`src/rtl/gamma_pkg.sv`:
```
// Shared definitions for the gamma cycle sequencer: FSM state encoding,
// the time-field width function and the NO_SPIKE (infinity) value.
package gamma_pkg;

    // Sequencer states; encoding is visible on the dbg_state output.
    typedef enum logic [1:0] {
        IDLE    = 2'd0,
        CLEAR   = 2'd1,
        COMPUTE = 2'd2,
        HOLD    = 2'd3
    } gamma_state_e;

    // One extra bit beyond the index range so the window length itself
    // (used as "no spike seen") fits in a time field.
    function automatic int calc_tw(input int gamma_cycle_width);
        return $clog2(gamma_cycle_width) + 1;
    endfunction

    // Time value reported for a channel that never fired in the window.
    function automatic int no_spike_value(input int gamma_cycle_width);
        return gamma_cycle_width;
    endfunction

endpackage

```
`src/rtl/first_spike_capture.sv`:
```
// One channel of first-spike capture: a TW-bit time register plus a
// "captured" flag. The first spike seen while enabled latches the current
// time; everything after that is ignored until the next load.
module first_spike_capture
    import gamma_pkg::*;
#(
    parameter int GAMMA_CYCLE_WIDTH = 16,
    localparam int TW = calc_tw(GAMMA_CYCLE_WIDTH)
) (
    input  logic          aclk,
    input  logic          grst,
    input  logic          load_i,   // entering CLEAR: reload NO_SPIKE, drop flag
    input  logic          en_i,     // high only during COMPUTE
    input  logic          spike_i,
    input  logic [TW-1:0] time_i,
    output logic [TW-1:0] time_o
);

    localparam logic [TW-1:0] NO_SPIKE = TW'(no_spike_value(GAMMA_CYCLE_WIDTH));

    logic [TW-1:0] time_q, time_d;
    logic          flag_q, flag_d;

    // Next-state: load has priority, then a first spike in the window.
    always_comb begin
        time_d = time_q;
        flag_d = flag_q;
        if (load_i) begin
            time_d = NO_SPIKE;
            flag_d = 1'b0;
        end else if (en_i && spike_i && !flag_q) begin
            time_d = time_i;
            flag_d = 1'b1;
        end
    end

    // Capture registers, forced to NO_SPIKE / clear by reset.
    always_ff @(posedge aclk or posedge grst) begin
        if (grst) begin
            time_q <= NO_SPIKE;
            flag_q <= 1'b0;
        end else begin
            time_q <= time_d;
            flag_q <= flag_d;
        end
    end

    assign time_o = time_q;

endmodule

```
`src/rtl/gamma_cycle_sequencer.sv`:
```
// Gamma cycle sequencer: IDLE -> CLEAR (operator clear held RST_CYCLES)
// -> COMPUTE (GAMMA_CYCLE_WIDTH cycles, gamma_time 0..W-1, first-spike
// capture per channel) -> HOLD (results offered until res_ready).
// Handshake: res_valid is high only in HOLD and res_time is frozen there;
// the transfer happens on the aclk edge where res_valid and res_ready are
// both 1.
// Build option: define GAMMA_AUTO_RESTART_EN to go straight from a HOLD
// handshake back into CLEAR; otherwise the handshake returns to IDLE and
// a new start is needed.
module gamma_cycle_sequencer
    import gamma_pkg::*;
#(
    parameter int GAMMA_CYCLE_WIDTH = 16,
    parameter int NUM_CH            = 4,
    parameter int RST_CYCLES        = 2,
    localparam int TW = calc_tw(GAMMA_CYCLE_WIDTH)
) (
    input  logic                 aclk,
    input  logic                 grst,
    input  logic                 start,
    input  logic [NUM_CH-1:0]    spike_in,
    output logic                 op_rst,
    output logic [TW-1:0]        gamma_time,
    output logic                 busy,
    output logic                 res_valid,
    input  logic                 res_ready,
    output logic [NUM_CH*TW-1:0] res_time,
    output logic [1:0]           dbg_state
);

    localparam int CW = (RST_CYCLES > 1) ? $clog2(RST_CYCLES) : 1;
    localparam logic [CW-1:0] CLR_LAST = CW'(RST_CYCLES - 1);
    localparam logic [TW-1:0] GT_LAST  = TW'(GAMMA_CYCLE_WIDTH - 1);

    gamma_state_e  state_q;
    logic [CW-1:0] clr_cnt_q;
    logic [TW-1:0] gamma_time_q;
    logic          op_rst_q;
    logic          busy_q;
    logic          res_valid_q;

    logic          clear_load;
    logic          capture_en;

    // Pulse on the edge that enters CLEAR, so captures reload exactly once.
    always_comb begin
        clear_load = 1'b0;
        if (state_q == IDLE && start) begin
            clear_load = 1'b1;
        end
`ifdef GAMMA_AUTO_RESTART_EN
        if (state_q == HOLD && res_ready) begin
            clear_load = 1'b1;
        end
`endif
    end

    assign capture_en = (state_q == COMPUTE);

    // Sequencer FSM with all status outputs registered alongside the state.
    always_ff @(posedge aclk or posedge grst) begin
        if (grst) begin
            state_q      <= IDLE;
            clr_cnt_q    <= '0;
            gamma_time_q <= '0;
            op_rst_q     <= 1'b1;
            busy_q       <= 1'b0;
            res_valid_q  <= 1'b0;
        end else begin
            case (state_q)
                IDLE: begin
                    if (start) begin
                        state_q   <= CLEAR;
                        clr_cnt_q <= '0;
                        busy_q    <= 1'b1;
                        op_rst_q  <= 1'b1;
                    end
                end
                CLEAR: begin
                    if (clr_cnt_q == CLR_LAST) begin
                        state_q      <= COMPUTE;
                        clr_cnt_q    <= '0;
                        gamma_time_q <= '0;
                        op_rst_q     <= 1'b0;
                    end else begin
                        clr_cnt_q <= clr_cnt_q + 1'b1;
                    end
                end
                COMPUTE: begin
                    if (gamma_time_q == GT_LAST) begin
                        state_q      <= HOLD;
                        gamma_time_q <= '0;
                        res_valid_q  <= 1'b1;
                    end else begin
                        gamma_time_q <= gamma_time_q + 1'b1;
                    end
                end
                HOLD: begin
                    if (res_ready) begin
                        res_valid_q <= 1'b0;
                        op_rst_q    <= 1'b1;
                        clr_cnt_q   <= '0;
`ifdef GAMMA_AUTO_RESTART_EN
                        state_q     <= CLEAR;
`else
                        state_q     <= IDLE;
                        busy_q      <= 1'b0;
`endif
                    end
                end
                default: begin
                    state_q      <= IDLE;
                    clr_cnt_q    <= '0;
                    gamma_time_q <= '0;
                    op_rst_q     <= 1'b1;
                    busy_q       <= 1'b0;
                    res_valid_q  <= 1'b0;
                end
            endcase
        end
    end

    // One capture slice per observed operator output; channel 0 in the LSBs.
    for (genvar c = 0; c < NUM_CH; c++) begin : g_ch
        first_spike_capture #(
            .GAMMA_CYCLE_WIDTH(GAMMA_CYCLE_WIDTH)
        ) u_cap (
            .aclk    (aclk),
            .grst    (grst),
            .load_i  (clear_load),
            .en_i    (capture_en),
            .spike_i (spike_in[c]),
            .time_i  (gamma_time_q),
            .time_o  (res_time[c*TW +: TW])
        );
    end

    assign op_rst     = op_rst_q;
    assign gamma_time = gamma_time_q;
    assign busy       = busy_q;
    assign res_valid  = res_valid_q;
    assign dbg_state  = state_q;

endmodule

```
`config.mk`:
```
export PLATFORM = sky130hd
export DESIGN_NAME = gamma_cycle_sequencer
export DESIGN_NICKNAME = d
export VERILOG_FILES = /design/src/rtl/gamma_pkg.sv /design/src/rtl/first_spike_capture.sv /design/src/rtl/gamma_cycle_sequencer.sv
export SDC_FILE = /design/constraint.sdc
export NUM_CORES = 1
export LEC_CHECK = 0
export ABC_CLOCK_PERIOD_IN_PS = 1850
export BUFFER_PORTS_ARGS = -buffer_cell sky130_fd_sc_hd__buf_2
export CAP_MARGIN = 20
export CORE_MARGIN = 3
export CORE_UTILIZATION = 49
export DETAILED_ROUTE_END_ITERATION = 7
export PLACE_DENSITY = 0.72
export SYNTH_ARGS = -nofsm -noshare
export SYNTH_HDL_FRONTEND = slang
export SYNTH_HIERARCHICAL = 1
export SYNTH_SLANG_ARGS = --single-unit
```
`constraint.sdc`:
```
create_clock -name aclk -period 1.85 [get_ports aclk]
set_input_delay 0.185 -clock aclk [delete_from_list [all_inputs] [get_ports aclk]]
set_output_delay 0.185 -clock aclk [all_outputs]
set_load 0.02 [all_outputs]
```
Word-level counts from Yosys, hierarchy flattened. Index checks and enable logic that the tools add are counted.

$add $sub $neg: 2. Multiplexer cells: 36. Eq/ne operators: 8. Reductions and logical operators: 28.

Operators with widths (number): 2-to-1 mux 5 bit (10); 2-to-1 mux 1 bit (16); nonzero test 2 bit (7); case mux 5 bit (2 select lines) (1); logical AND 1 bit (9); AND reduction 3 bit (3); 2-to-1 mux 2 bit (4); != test 2 bit, second input constant (4); case mux 2 bit (4 select lines) (1); AND reduction 4 bit (2); case mux 1 bit (3 select lines) (2); adder 5 x 1 -> 5 bit, second input constant (1); == test 5 x 4 -> 1 bit, second input constant (1); == test 2 bit, second input constant (2); zero test 1 bit (4); case mux 1 bit (2 select lines) (2); nonzero test 3 bit (1); == test 2 x 1 -> 1 bit, second input constant (1); zero test 2 bit (1); AND reduction 2 bit (1); adder 1 bit, second input constant (1).

Output and inout bits: 30. Bits in registers: 35. Input port bits: 8. Word-level logic and storage cells: 88.

Depth between registers and ports, before layout. Gate-level depths: netlist (run 1).

Depth in word-level cells: 5. Gate-level depth with buffers: 6. Mapped depth without buffers: 5.

Cells and area by module. Netlist (run 1), hierarchy kept.

Modules (own cells, without submodules): first_spike_capture (area each 295.3 um^2, cells an instance 27, instances 4, seq. area each 151.4 um^2); gamma_cycle_sequencer (area each 676.9 um^2, cells an instance 63, instances 1, seq. area each 276.5 um^2).

Worst setup path after synthesis (run 1). Ideal clock, no wire load.

Path type: register -> register. Start: register gamma_time_q[0], in the netlist gamma_time[0]. End: register state_q[1], in the netlist dbg_state[1]. Path slack: -19 ps. Arrival time: 1744 ps. Stages on the path, launching flop included: 5. Required time: 1725 ps. Path buffers: 0. Library setup time: 125 ps. Clock period less this slack: 1869 ps. Cells stage by stage: dfrtp_1 -> ha_1 -> nand4b_4 -> a2111oi_4 -> mux2_4.

Longest elaborated chain between the ends: 3.

Ends and longest elaborated chain: start, declared (RTL line gamma_cycle_sequencer.sv:37) `logic [TW-1:0] gamma_time_q;`; start signal, assigned (RTL line gamma_cycle_sequencer.sv:95) `gamma_time_q <= gamma_time_q + 1'b1;`; == test 5 x 4 -> 1 bit (RTL line gamma_cycle_sequencer.sv:90) `if (gamma_time_q == GT_LAST) begin`; != test 2 bit (no line); AND reduction 4 bit (no line); end signal, assigned (RTL line gamma_cycle_sequencer.sv:91) `state_q <= HOLD;`; end signal, assigned (RTL line gamma_cycle_sequencer.sv:106) `state_q <= IDLE;`; end signal, assigned (RTL line gamma_cycle_sequencer.sv:112) `state_q <= IDLE;`; end, declared (RTL line gamma_cycle_sequencer.sv:35) `gamma_state_e state_q;`.

No other way between the ends. A chain may end at the register's enable or synchronous reset.

Final worst setup path (run 1).
Start: register state_q[1], in the netlist dbg_state[1]. End: register state_q[1], in the netlist dbg_state[1].

Longest elaborated chain between the ends: 3. Elaborated cells on any way between the ends: 10. Classes of those cells: eq/ne: 7; mux: 1; reduce/logical: 2.

Ends and longest elaborated chain: start signal, assigned (RTL line gamma_cycle_sequencer.sv:63) `state_q <= IDLE;`; start signal, assigned (RTL line gamma_cycle_sequencer.sv:73) `state_q <= CLEAR;`; start signal, assigned (RTL line gamma_cycle_sequencer.sv:81) `state_q <= COMPUTE;`; == test 2 bit (tied with other cells) (RTL line gamma_cycle_sequencer.sv:70) `case (state_q)`; != test 2 bit (no line); AND reduction 4 bit (no line).

Several ways; a longest one is shown, not always the timed one.

==> impl_summary.txt, run 1 <==
----------------------------------------------------
[Status]
  Run status ... complete, no violations

[Timing]
  Shortest period the worst path allows ... between 1.5 and 2 ns
  Minimum hold slack ... around 0.14 ns
  Final period utilization ... 0.952
  Headroom to the max-slew limit ... 0.689
  Slew Limit Fails ... 0
  Setup TNS ... 0 ns
  Final clock skew ... ~0.011 ns
  FMAX ... approximately 570 MHz
  Number of setup violations in the final report ... 0
  Number of hold-slack violations in the final timing report ... 0
  Worst-margin pin slew ... between 0.4 and 0.5 ns
  Unrepaired setup endpoints after global routing ... no

[Layout]
  Net count, final ... roughly 230
  Number of antenna diodes ... 0
  Share of post-route cells with drive strength above 1 ... 0.321
  Area grow syn2layout ... 19.6%
  Final standard cell count with taps included and fillers excluded ... 264

[Yosys]
  Cell types with the largest area share after synthesis ... sky130_fd_sc_hd__dfrtp_1 (40%), sky130_fd_sc_hd__mux2i_1 (12%), sky130_fd_sc_hd__nand2b_1 (11%), sky130_fd_sc_hd__dfstp_2 (7.1%), sky130_fd_sc_hd__ha_1 (4.7%)
  Per-instance average area after synthesis ... about 11 µm²
  Post-synthesis instance area ... about 1900 µm²
  Number of synthesis warnings ... 6
  Synth area leader ... sky130_fd_sc_hd__dfrtp_1
  Syn_nets ... between 150 and 200
  Synth unique cells ... 30
  Instance count of the mapped netlist ... 171
  Fraction of post-synthesis cell area in the top cell type by area ... 0.404
  Number of register bits inferred by synthesis ... 35
  Sequential cell area fraction in the yosys report ... 0.475

[Clocking]
  Insertion delay to the later sink of the worst-skew pair ... between 0.2 and 0.3 ns
  TritonCTS Buffers ... 5
  Max Buffers Root-to-Sink ... 2
  H-tree levels ... 2
  Number of clock sinks ... 35
  Clock tree from TritonCTS ... built
  Clock Root Buffer ... sky130_fd_sc_hd__clkbuf_8
  Clock transition at the registers of the reported paths ... approximately 0.070 ns

[Drt]
  Number of DRC violations after detailed routing ... 0
  Final wirelength ... ~3.9 mm
  Detail Route Antenna Nets ... 0
  Vias after detailed routing ... between 1000 and 1500
  DRT iter0 DRCs ... between 40 and 50
  Detail-routed via count per cell ... 5.14
  DRT Pass-1 Iters ... 4
  Routed WL per cell ... around 15 µm

[Place]
  Cell count after placement ... between 200 and 300
  Number of buffer cells added on primary ports ... 37
  HPWL after detailed placement ... ~2.8 mm
  Global placement routability congestion ... 0.779

[Worst setup path]
  FF-to-FF setup slack ... between 0.08 and 0.09 ns
  CP Max Fanout ... 6
  Worst reg-to-reg path cell count ... 5
  Reg-to-reg endpoint ... dbg_state[1]$_DFFE_PP0P_
  FF-to-FF Start ... dbg_state[1]$_DFFE_PP0P_
  Data arrival time of the worst path ... approximately 1.9 ns
  Required time at the endpoint of the critical path ... between 2 and 2.5 ns
  Kind of capture point of the worst setup path ... register
  Startpoint kind of the worst setup timing path ... register
  WS Path Type ... reg2reg

[GRT]
  Global-route wire length before repair ... around 6.6 mm
  Number of antenna violations at the first check in global routing ... 0
  Vias in the first global route ... between 1000 and 1500
  Global-route congestion overflow total ... 0
  Global router's overall resource usage ... 0.197
  Maximum number of pins on one net before global-route repair ... 24

[Floorplan]
  Chip Width ... just under 70 µm
  IO Pins ... 38
  Total die area ... between 4000 and 5000 µm²
  Core footprint ... 3490 µm²
  Cell Rows ... 21
  Die height ... between 60 and 70 µm
  Initial core utilization ... 0.532

[Power and ir drop]
  Clock power frac ... 0.172
  PwrDens ... approximately 1500 nW/µm²
  Sw Ratio ... 0.384
  Switching pwr ... between 0.001 and 0.0015 W
  Largest vdd supply drop ... ~900 µV
  Pint ... 0.00201 W
  P_leak ... roughly 1.1 nW
  Part of the power in registers ... 0.357
  Power share of the combinational group ... 0.471

[Min path]
  Hold path startpoint ... spike_in[3]
  Hold Path End ... g_ch[3].u_cap/flag_q$_DFFE_PP0P_
  Number of cells on the worst hold path ... 3
  Classification of the worst-slack hold path ... in2reg

[Run]
  Number of maximum-capacitance violations ... 0

----------------------------------------------------
-- area by class of cell --
cell class / instances / area (µm²)
Clock buffer: 7 / 86.3
Sequential cell: 35 / 886
Multi-Input combinational cell: 117 / 880
Inverter: 10 / 37.5
Clock inverter: 1 / 5.00
Fill cell: 294 / 1270
Tap cell: 46 / 57.6
Timing Repair Buffer: 48 / 270
-- flip-flops by register name, indices dropped and copies added (netlist names) --
name / cells
clr_cnt_q: 1
dbg_state: 2
op_rst: 1
busy: 1
g_ch.u_cap/flag_q: 4
g_ch.u_cap/time_o: 20
res_valid: 1
gamma_time: 5
-- what timing repair did --
item,CTS,global route
gates resized for setup,0,3
hold buffers,1,0
hold endpoints to repair,30,0
setup endpoints to repair,0,8
setup buffers,0,0
-- stage by stage --
stage | utilization | instance area [µm²] | total power, W | setup slack, ns
2_1_floorplan | - | 1860 | 0.00229 | 0.0244
3_3_place_gp | 0.606 | 2120 | 0.00266 | 0.144
3_5_place_dp | 0.606 | 2120 | 0.00272 | 0.0506
4_1_cts | 0.635 | 2220 | 0.00331 | 0.0456
5_1_grt | 0.636 | 2220 | 0.00353 | 0.0301
6_report | 0.636 | 2220 | 0.00327 | 0.0895
-- cells by family after synthesis --
kind of cell / synth area share
buffers and inverters: 0.0545
muxes: 0.133
DFF: 0.475
AOI/OAI and AO/OA: 0.0653
adders and majority gates: 0.0471
and+or+nand+nor: 0.226
-- power groups by stage --
stage	clock network, W	logic (W)	registers, W
after floorplan	0	0.000891	0.00140
after global placement	0	0.00150	0.00116
after detailed placement	0	0.00154	0.00118
after CTS	0.000588	0.00155	0.00117
after global routing	0.000624	0.00171	0.00120
final	0.000562	0.00154	0.00117
-- worst max-delay path by stage --
stage / start / endpoint / slack (ns) / cells past startpoint
2_1_floorplan: dbg_state[0]$_DFFE_PP0P_ / dbg_state[1]$_DFFE_PP0P_ / 0.02 / 5
3_5_place_dp: dbg_state[0]$_DFFE_PP0P_ / g_ch[0].u_cap/time_o[3]$_DFFE_PP0P_ / 0.05 / 5
3_3_place_gp: dbg_state[1]$_DFFE_PP0P_ / dbg_state[1]$_DFFE_PP0P_ / 0.14 / 5
6_report: dbg_state[1]$_DFFE_PP0P_ / dbg_state[1]$_DFFE_PP0P_ / 0.09 / 5
4_1_cts: dbg_state[1]$_DFFE_PP0P_ / dbg_state[1]$_DFFE_PP0P_ / 0.05 / 5
5_1_grt: dbg_state[1]$_DFFE_PP0P_ / dbg_state[1]$_DFFE_PP0P_ / 0.03 / 5
-- cell usage in the layout, fill, tap and decap left out --
cell type	synthesis	final
sky130_fd_sc_hd__o31ai_1	1	1
sky130_fd_sc_hd__and2_1	1	1
sky130_fd_sc_hd__nor2_1	14	14
sky130_fd_sc_hd__or3_1	1	1
sky130_fd_sc_hd__nand4b_4	1	1
sky130_fd_sc_hd__ha_1	7	6
sky130_fd_sc_hd__buf_4	0	10
sky130_fd_sc_hd__nor2b_1	5	5
sky130_fd_sc_hd__o21ai_0	6	6
sky130_fd_sc_hd__ha_2	0	1
sky130_fd_sc_hd__nand3b_1	1	1
sky130_fd_sc_hd__dfrtp_2	0	3
sky130_fd_sc_hd__nor3b_1	1	1
sky130_fd_sc_hd__nand2_1	3	3
sky130_fd_sc_hd__dfstp_2	5	5
sky130_fd_sc_hd__buf_2	0	37
sky130_fd_sc_hd__mux2_4	1	1
sky130_fd_sc_hd__dfrtp_1	30	27
sky130_fd_sc_hd__clkbuf_1	5	1
sky130_fd_sc_hd__o41ai_1	2	2
sky130_fd_sc_hd__and3b_2	0	2
sky130_fd_sc_hd__nor3_1	1	1
sky130_fd_sc_hd__dlygate4sd3_1	0	1
sky130_fd_sc_hd__inv_1	10	10
sky130_fd_sc_hd__clkbuf_8	0	6
sky130_fd_sc_hd__a21oi_1	5	5
sky130_fd_sc_hd__and3_2	1	1
sky130_fd_sc_hd__or4b_1	1	1
sky130_fd_sc_hd__a31oi_1	1	1
sky130_fd_sc_hd__mux2i_1	22	22
sky130_fd_sc_hd__a2111oi_4	1	1
sky130_fd_sc_hd__mux2_2	1	1
sky130_fd_sc_hd__a21boi_0	1	1
sky130_fd_sc_hd__clkinv_2	0	1
sky130_fd_sc_hd__nand3_1	3	3
sky130_fd_sc_hd__nand2b_1	32	32
sky130_fd_sc_hd__and3b_1	4	2
-- metal layers --
layer / share of wire / up-vias / track usage
li1: - / 662 / -
met5: 0 / - / 0
met2: 0.50 / 36 / 0.330
met4: 0.014 / 0 / 0.0810
met1: 0.44 / 653 / 0.244
met3: 0.045 / 7 / 0.0399
-- cells in the mapped netlist (all sizes together) --
library cell,instances
dfstp,5
nor3b,1
nor2b,5
nand4b,1
and3,1
nand3,3
or3,1
a31oi,1
nand2,3
nor3,1
buf,4
clkbuf,5
mux2,2
a21boi,1
a2111oi,1
dfrtp,30
or4b,1
nor2,14
o31ai,1
a21oi,5
and2,1
mux2i,22
inv,10
nand3b,1
and3b,4
o21ai,6
ha,7
o41ai,2
nand2b,32
-- critical path: stages (launching register included) --
cell,delay [ns]
sky130_fd_sc_hd__dfrtp_2,0.41
sky130_fd_sc_hd__inv_1,0.09
sky130_fd_sc_hd__ha_1,0.23
sky130_fd_sc_hd__nor2b_1,0.18
sky130_fd_sc_hd__a2111oi_4,0.40
sky130_fd_sc_hd__mux2_4,0.33
(Power assumes the default switching activity.)
==> inputs of run 2 (changes only) <==
--- a/config.mk
+++ b/config.mk
@@ -5,13 +5,14 @@
 export SDC_FILE = /design/constraint.sdc
 export NUM_CORES = 1
 export LEC_CHECK = 0
+export ABC_AREA = 1
 export ABC_CLOCK_PERIOD_IN_PS = 1850
 export BUFFER_PORTS_ARGS = -buffer_cell sky130_fd_sc_hd__buf_2
 export CAP_MARGIN = 20
 export CORE_MARGIN = 3
-export CORE_UTILIZATION = 49
+export CORE_UTILIZATION = 48
 export DETAILED_ROUTE_END_ITERATION = 7
-export PLACE_DENSITY = 0.72
+export PLACE_DENSITY = 0.71
 export SYNTH_ARGS = -nofsm -noshare
 export SYNTH_HDL_FRONTEND = slang
 export SYNTH_HIERARCHICAL = 1
==> impl_summary.txt, run 2 <==
----------------------------------------------------
[Status]
  Run status ... complete, no violations

[Layout]
  Net count, final ... 272 (+17%)
  Final core utilization ... 0.627 (-0.00919)
  Number of antenna diodes ... 0 (unchanged)
  FF/Latch Area ... 882 µm² (-0.42%)
  Final standard cell count with taps included and fillers excluded ... 304 (+15%)
  Area of the multi-input gates ... 796 µm² (-9.5%)
  Flip-flop count of the largest register, all copies and words added ... 20 (unchanged)
  Share of post-route cells with drive strength above 1 ... 0.295 (-0.0265)
  Most common cell after layout, fill and taps aside ... sky130_fd_sc_hd__nand2_1
  Commonest non-fill, non-tap cells in the layout ... sky130_fd_sc_hd__nand2_1 (59), sky130_fd_sc_hd__nand3_1 (42), sky130_fd_sc_hd__buf_2 (37), sky130_fd_sc_hd__dfrtp_1 (30), sky130_fd_sc_hd__inv_1 (19)
  Filler cells ... 304 (+3.4%)
  Area grow syn2layout ... 21.2%

[Yosys]
  Instance count of the mapped netlist ... 211 (+23%)
  Number of synthesis warnings ... 6 (unchanged)
  Fraction of post-synthesis cell area in the top cell type by area ... 0.422 (+0.0179)
  Synth unique cells ... 20 (-33%)
  Main synth FF type ... sky130_fd_sc_hd__dfrtp_1
  Ranking of synthesized cells by instance count ... sky130_fd_sc_hd__nand2_1 (59), sky130_fd_sc_hd__nand3_1 (42), sky130_fd_sc_hd__dfrtp_1 (30), sky130_fd_sc_hd__inv_1 (19)
  Post-synthesis instance area ... 1780 µm² (-4.2%)
  Sequential cell area fraction in the yosys report ... 0.496 (+0.0210)
  Synth area leader ... sky130_fd_sc_hd__dfrtp_1
  Number of register bits inferred by synthesis ... 35 (unchanged)
  Per-instance average area after synthesis ... 8.43 µm² (-22%)
  Number of enable flip-flop cells after synthesis ... 0 (unchanged)
  Cell types with the largest area share after synthesis ... sky130_fd_sc_hd__dfrtp_1 (42%), sky130_fd_sc_hd__nand2_1 (12%), sky130_fd_sc_hd__nand3_1 (12%), sky130_fd_sc_hd__dfstp_2 (7.4%), sky130_fd_sc_hd__ha_1 (4.9%)
  Most instantiated library cell after synthesis ... sky130_fd_sc_hd__nand2_1
  Syn_nets ... 226 (+22%)
  Share of synthesized registers carrying an async set or reset ... 1.00 (unchanged)

[Clocking]
  Clock Root Buffer ... sky130_fd_sc_hd__clkbuf_8
  H-tree levels ... 2 (unchanged)
  Max Buffers Root-to-Sink ... 2 (unchanged)
  Cts repair resizes ... 0 (unchanged)
  Number of clock sinks ... 35 (unchanged)
  Clock tree from TritonCTS ... built
  Insertion delay to the later sink of the worst-skew pair ... 0.29 ns (about the same)
  Setup Fix Bufs, Post-CTS ... 0 (unchanged)
  TritonCTS Buffers ... 5 (unchanged)
  Clock transition at the registers of the reported paths ... 0.07 ns (about the same)

[Timing]
  Slew Limit Fails ... 0 (unchanged)
  Worst-margin pin slew ... 0.419 ns (-0.0468 ns)
  Number of setup violations in the final report ... 0 (unchanged)
  Unrepaired setup endpoints after global routing ... no
  Setup TNS ... 0 ns (unchanged)
  Final period utilization ... 0.851 (-0.101)
  Headroom to the max-slew limit ... 0.720 (+0.0312)
  Number of hold-slack violations in the final timing report ... 0 (unchanged)
  Setup WS post-layout ... 0.275 ns (+0.186 ns)
  FMAX ... 635 MHz (+12%)
  Shortest period the worst path allows ... 1.57 ns (-0.186 ns)
  Final clock skew ... 0.00339 ns (-0.00809 ns)

[Worst setup path]
  Sequence of cells on the critical path ... inv_1 > ha_1 > buf_4 > nand2_1 > nand2_2 > nor2_4 > nand2_2 > nand2_1 > nand2_1
  Buffers and inverters on the worst path ... 2 (+1)
  Largest delay contributor family on the critical path ... simple AND/OR/NAND/NOR gates
  Cell occurring most often along the worst timing path ... sky130_fd_sc_hd__nand2_1
  Kind of capture point of the worst setup path ... register
  Slowest stage cell on the critical path ... sky130_fd_sc_hd__dfrtp_1
  Max incr delay on CP ... 0.42 ns (about the same)
  Startpoint kind of the worst setup timing path ... register
  WS Path Type ... reg2reg
  Required time at the endpoint of the critical path ... 2.03 ns (+0.02 ns)
  CP Max Fanout ... 14 (+8)
  Data arrival time of the worst path ... 1.76 ns (-0.16 ns)

[Drt]
  Routed WL per cell ... 12.4 µm (-15%)
  DRT iter0 DRCs ... 128 (+200%)
  Final wirelength ... 3.77 mm (-2.4%)
  DRT Pass-1 Iters ... 4 (unchanged)
  Vias after detailed routing ... 1499 (+10%)
  Detail Route Antenna Nets ... 0 (unchanged)
  Detail-routed via count per cell ... 4.93 (-4.1%)
  Number of DRC violations after detailed routing ... 0 (unchanged)

[Place]
  HPWL after detailed placement ... 2.83 mm (-0.58%)
  Cell count after placement ... 295 (+16%)
  Global placement routability congestion ... 0.818 (+5.0%)
  Number of buffer cells added on primary ports ... 37 (unchanged)
  Worst slack, placed ... 0.275 ns (+0.224 ns)

[Power and ir drop]
  P_leak ... 1.24 nW (+15%)
  PwrDens ... 1510 nW/µm² (+2.7%)
  Total power consumption of the routed design ... 0.00326 W (-0.33%)
  Largest vdd supply drop ... 893 µV (about the same)

[GRT]
  Global-route congestion overflow total ... 0 (unchanged)
  Maximum number of pins on one net before global-route repair ... 15 (-38%)
  Number of antenna violations at the first check in global routing ... 0 (unchanged)
  Global-route wire length before repair ... 6.32 mm (-4.1%)
  Global router's overall resource usage ... 0.193 (-0.00390)
  Vias in the first global route ... 1372 (-1.4%)

[Floorplan]
  Chip Width ... 66.9 µm (-1.0%)
  Cell Rows ... 21 (unchanged)
  Die height ... 66.9 µm (-1.0%)
  IO Pins ... 38 (unchanged)
  Total die area ... 4470 µm² (-2.1%)
  Core footprint ... 3440 µm² (-1.5%)
  Initial core utilization ... 0.517 (-0.0148)

[Run]
  Number of maximum-capacitance violations ... 0 (unchanged)

[Min path]
  Classification of the worst-slack hold path ... in2reg

----------------------------------------------------
-- run 2: changes by cell type in the layout (fill, tap and decap cells not counted), sizes merged, moves of 9 or more --
cell,change
nand3,+43
mux2i,-22
nand2b,-32
nand2,+61
inv,+17
buf,-9
-- run 2: worst paths after layout --
kind,from,to,slack (ns),cells past startpoint
worst min-delay path,spike_in[3],g_ch[3].u_cap/flag_q$_DFFE_PP0P_,0.20,3
worst max-delay path,dbg_state[0]$_DFFE_PP0P_,dbg_state[1]$_DFFE_PP0P_,0.28,9
min in group asynchronous,grst,g_ch[3].u_cap/time_o[3]$_DFFE_PP0P_,0.38,3
max in group asynchronous,grst,op_rst$_DFFE_PP1P_,1.06,3
worst max register to register,dbg_state[0]$_DFFE_PP0P_,dbg_state[1]$_DFFE_PP0P_,0.28,9
worst min register to register,res_valid$_DFFE_PP0P_,res_valid$_DFFE_PP0P_,0.48,2
-- run 2: metal layers --
metal,up-vias,track usage,part of all wire
met5,-,0,0
met1,683,0.248,0.46
met2,37,0.297,0.47
met4,0,0.0633,0.011
met3,6,0.0725,0.064
li1,773,-,-
-- run 2: through the flow --
step                instance area, µm²  hold WS (ns)
global placement                  2030         0.152
finish                            2160         0.203
global route                      2160         0.198
floorplan                         1780       -0.0248
CTS                               2160         0.194
detailed placement                2030         0.157
-- run 2: cell type report --
type / count / area share
sequential: 35 / 0.409
multi-input combinational: 149 / 0.369
timing repair buffer: 39 / 0.0940
inverter: 27 / 0.0470
clock buffer: 6 / 0.0383
tap: 46 / 0.0267
clock inverter: 2 / 0.0162
-- run 2: worst register-to-register path: stages (launching register included) --
cell	delay [ns]
sky130_fd_sc_hd__dfrtp_1	0.42
sky130_fd_sc_hd__inv_1	0.11
sky130_fd_sc_hd__ha_1	0.20
sky130_fd_sc_hd__buf_4	0.19
sky130_fd_sc_hd__nand2_1	0.11
sky130_fd_sc_hd__nand2_2	0.07
sky130_fd_sc_hd__nor2_4	0.17
sky130_fd_sc_hd__nand2_2	0.07
sky130_fd_sc_hd__nand2_1	0.06
sky130_fd_sc_hd__nand2_1	0.05
-- run 2: where the power goes --
group	internal, W	leakage, nW	total (W)	switching [W]
logic	0.000468	0.729	0.00141	0.000942
clock network	0.000436	0.0612	0.000713	0.000278
registers	0.000980	0.455	0.00114	0.000158
total	0.00188	1.24	0.00326	0.00138
-- run 2: timing repair --
action	CTS	global route
hold buffers	1	0
hold endpoints to repair	30	0
setup endpoints to repair	0	0
-- run 2: cell families (layout without fill, tap and decap cells) --
family | count (synthesis) | count (layout) | synth area share
AOI/OAI and AO/OA | 12 | 12 | 0.0429
adders and majority gates | 7 | 7 | 0.0492
buffers and inverters | 27 | 74 | 0.0570
DFF | 35 | 35 | 0.496
and+or+nand+nor | 130 | 130 | 0.355
==> inputs of run 3 (changes only) <==
--- a/config.mk
+++ b/config.mk
@@ -11,8 +11,10 @@
 export CAP_MARGIN = 20
 export CORE_MARGIN = 3
 export CORE_UTILIZATION = 48
+export CTS_CLUSTER_SIZE = 20
 export DETAILED_ROUTE_END_ITERATION = 7
 export PLACE_DENSITY = 0.71
+export RECOVER_POWER = 50
 export SYNTH_ARGS = -nofsm -noshare
 export SYNTH_HDL_FRONTEND = slang
 export SYNTH_HIERARCHICAL = 1
==> impl_summary.txt, run 3 (same netlist as run 2, synthesis figures left out) <==
----------------------------------------------------
[Clocking]
  Clock transition at the registers of the reported paths ... 0.07 ns (about the same)
  H-tree levels ... 2 (unchanged)
  Clock Root Buffer ... sky130_fd_sc_hd__clkbuf_8
  Clock tree from TritonCTS ... built
  Number of clock sinks ... 35 (unchanged)
  Cts repair resizes ... 0 (unchanged)
  TritonCTS Buffers ... 5 (unchanged)
  Insertion delay to the later sink of the worst-skew pair ... 0.29 ns (about the same)
  Max Buffers Root-to-Sink ... 2 (unchanged)

[GRT]
  Global-route congestion overflow total ... 0 (unchanged)
  Global router's overall resource usage ... 0.193 (unchanged)
  Maximum number of pins on one net before global-route repair ... 15 (unchanged)
  Number of antenna violations at the first check in global routing ... 0 (unchanged)
  Vias in the first global route ... 1372 (unchanged)
  Global-route wire length before repair ... 6.32 mm (unchanged)

[Drt]
  Detail Route Antenna Nets ... 0 (unchanged)
  Number of DRC violations after detailed routing ... 0 (unchanged)
  Routed WL per cell ... 12.4 µm (-0.21%)
  Vias after detailed routing ... 1496 (-0.20%)
  DRT iter0 DRCs ... 122 (-4.7%)
  Final wirelength ... 3.76 mm (-0.21%)
  DRT Pass-1 Iters ... 4 (unchanged)
  Detail-routed via count per cell ... 4.92 (-0.20%)

[Power and ir drop]
  Largest vdd supply drop ... 891 µV (-0.23%)
  P_leak ... 1.18 nW (-5.2%)
  PwrDens ... 1520 nW/µm² (+0.52%)

[Timing]
  Headroom to the max-slew limit ... 0.716 (-0.00395)
  Setup TNS ... 0 ns (unchanged)
  Final clock skew ... 0.00362 ns (+0.000228 ns)
  Number of hold-slack violations in the final timing report ... 0 (unchanged)
  Shortest period the worst path allows ... 1.57 ns (-0.000543 ns)
  Unrepaired setup endpoints after global routing ... no
  FMAX ... 635 MHz (about the same)
  Setup WS post-layout ... 0.276 ns (+0.000543 ns)
  Slew Limit Fails ... 0 (unchanged)
  Final period utilization ... 0.851 (about the same)
  Minimum hold slack ... 0.203 ns (-0.000103 ns)
  Worst-margin pin slew ... 0.425 ns (+0.00592 ns)
  Number of setup violations in the final report ... 0 (unchanged)

[Worst setup path]
  CP Max Fanout ... 14 (unchanged)
  Cell occurring most often along the worst timing path ... sky130_fd_sc_hd__nand2_1
  Largest delay contributor family on the critical path ... simple AND/OR/NAND/NOR gates
  Data arrival time of the worst path ... 1.76 ns (about the same)
  Slowest stage cell on the critical path ... sky130_fd_sc_hd__dfrtp_1
  Required time at the endpoint of the critical path ... 2.03 ns (about the same)
  Startpoint kind of the worst setup timing path ... register
  Kind of capture point of the worst setup path ... register
  Buffers and inverters on the worst path ... 2 (unchanged)
  WS Path Type ... reg2reg
  Max incr delay on CP ... 0.42 ns (about the same)
  Sequence of cells on the critical path ... inv_1 > ha_1 > buf_4 > nand2_1 > nand2_2 > nor2_4 > nand2_2 > nand2_1 > nand2_1

[Layout]
  Most common cell after layout, fill and taps aside ... sky130_fd_sc_hd__nand2_1
  Area of the multi-input gates ... 796 µm² (unchanged)
  Number of antenna diodes ... 0 (unchanged)
  Final standard cell count with taps included and fillers excluded ... 304 (unchanged)
  Share of post-route cells with drive strength above 1 ... 0.233 (-0.0620)
  Commonest non-fill, non-tap cells in the layout ... sky130_fd_sc_hd__nand2_1 (59), sky130_fd_sc_hd__nand3_1 (42), sky130_fd_sc_hd__dfrtp_1 (30), sky130_fd_sc_hd__buf_2 (21), sky130_fd_sc_hd__inv_1 (19)
  Flip-flop count of the largest register, all copies and words added ... 20 (unchanged)
  Net count, final ... 272 (unchanged)
  FF/Latch Area ... 882 µm² (unchanged)
  Filler cells ... 315 (+3.6%)
  Area grow syn2layout ... 20.1%
  Summed area of non-filler cells in the final layout ... 2140 µm² (-0.93%)

[Place]
  Area of placed instances ... 2030 µm² (unchanged)
  HPWL after detailed placement ... 2.83 mm (unchanged)
  Global placement routability congestion ... 0.818 (unchanged)
  Number of buffer cells added on primary ports ... 37 (unchanged)
  Cell count after placement ... 295 (unchanged)
  Worst slack, placed ... 0.275 ns (unchanged)

[Floorplan]
  Initial core utilization ... 0.517 (unchanged)
  IO Pins ... 38 (unchanged)
  Core footprint ... 3440 µm² (unchanged)
  Chip Width ... 66.9 µm (unchanged)
  Total die area ... 4470 µm² (unchanged)
  Cell Rows ... 21 (unchanged)
  Die height ... 66.9 µm (unchanged)

[Min path]
  Classification of the worst-slack hold path ... in2reg

[Status]
  Run status ... complete, no violations

[Run]
  Number of maximum-capacitance violations ... 0 (unchanged)

----------------------------------------------------
## run 3: changes by cell type in the layout (fill, tap and decap cells not counted), sizes merged
cell    previous run  this run
clkbuf             6        22
buf               38        22
## run 3: layer usage
layer / vias to the layer above / global-route usage / part of all wire
met3: 6 / 0.0725 / 0.059
met4: 0 / 0.0633 / 0.011
met2: 36 / 0.297 / 0.47
li1: 772 / - / -
met5: - / 0 / 0
met1: 682 / 0.248 / 0.46
## run 3: stage by stage
| stage | utilization | total power, W |
|---|---|---|
| detailed placement | 0.590 | 0.00256 |
| global placement | 0.590 | 0.00254 |
| finish | 0.621 | 0.00325 |
| CTS | 0.627 | 0.00329 |
| floorplan | - | 0.00219 |
| global route | 0.621 | 0.00351 |
## run 3: area by class of cell
class / instances / share of cell area
clock buffers: 6 / 0.0386
clock inverters: 2 / 0.0164
inverters: 27 / 0.0474
multi-input cells: 149 / 0.372
flip-flops and latches: 35 / 0.413
well taps: 46 / 0.0269
repair buffers: 39 / 0.0855
## run 3: path summary, 6_finish.rpt
path,startpoint,to,slack [ns],depth (start not counted)
worst max-delay path,dbg_state[0]$_DFFE_PP0P_,dbg_state[1]$_DFFE_PP0P_,0.28,9
worst min-delay path,spike_in[0],g_ch[0].u_cap/flag_q$_DFFE_PP0P_,0.20,3
worst max register to register,dbg_state[0]$_DFFE_PP0P_,dbg_state[1]$_DFFE_PP0P_,0.28,9
worst min register to register,op_rst$_DFFE_PP1P_,op_rst$_DFFE_PP1P_,0.49,2
max in group asynchronous,grst,op_rst$_DFFE_PP1P_,1.03,3
min in group asynchronous,grst,g_ch[2].u_cap/time_o[3]$_DFFE_PP0P_,0.41,3
## run 3: worst reg2reg max path: cells and delay by family, from the launching register on
family / cells / cell delay, ns
and+or+nand+nor: 6 / 0.53
adders and majority gates: 1 / 0.20
DFF: 1 / 0.42
buffers and inverters: 2 / 0.30
## run 3: report_power, final
group          internal [W]  total (W)  switching (W)
Sequential         0.000980    0.00114       0.000160
Combinational      0.000454    0.00139       0.000939
Clock              0.000436   0.000714       0.000278
Total               0.00187    0.00325        0.00138
## run 3: repair_timing
item                                   in CTS  in global routing
setup buffers                               0                  0
hold buffers                                1                  0
endpoints found under the hold margin      30                  0
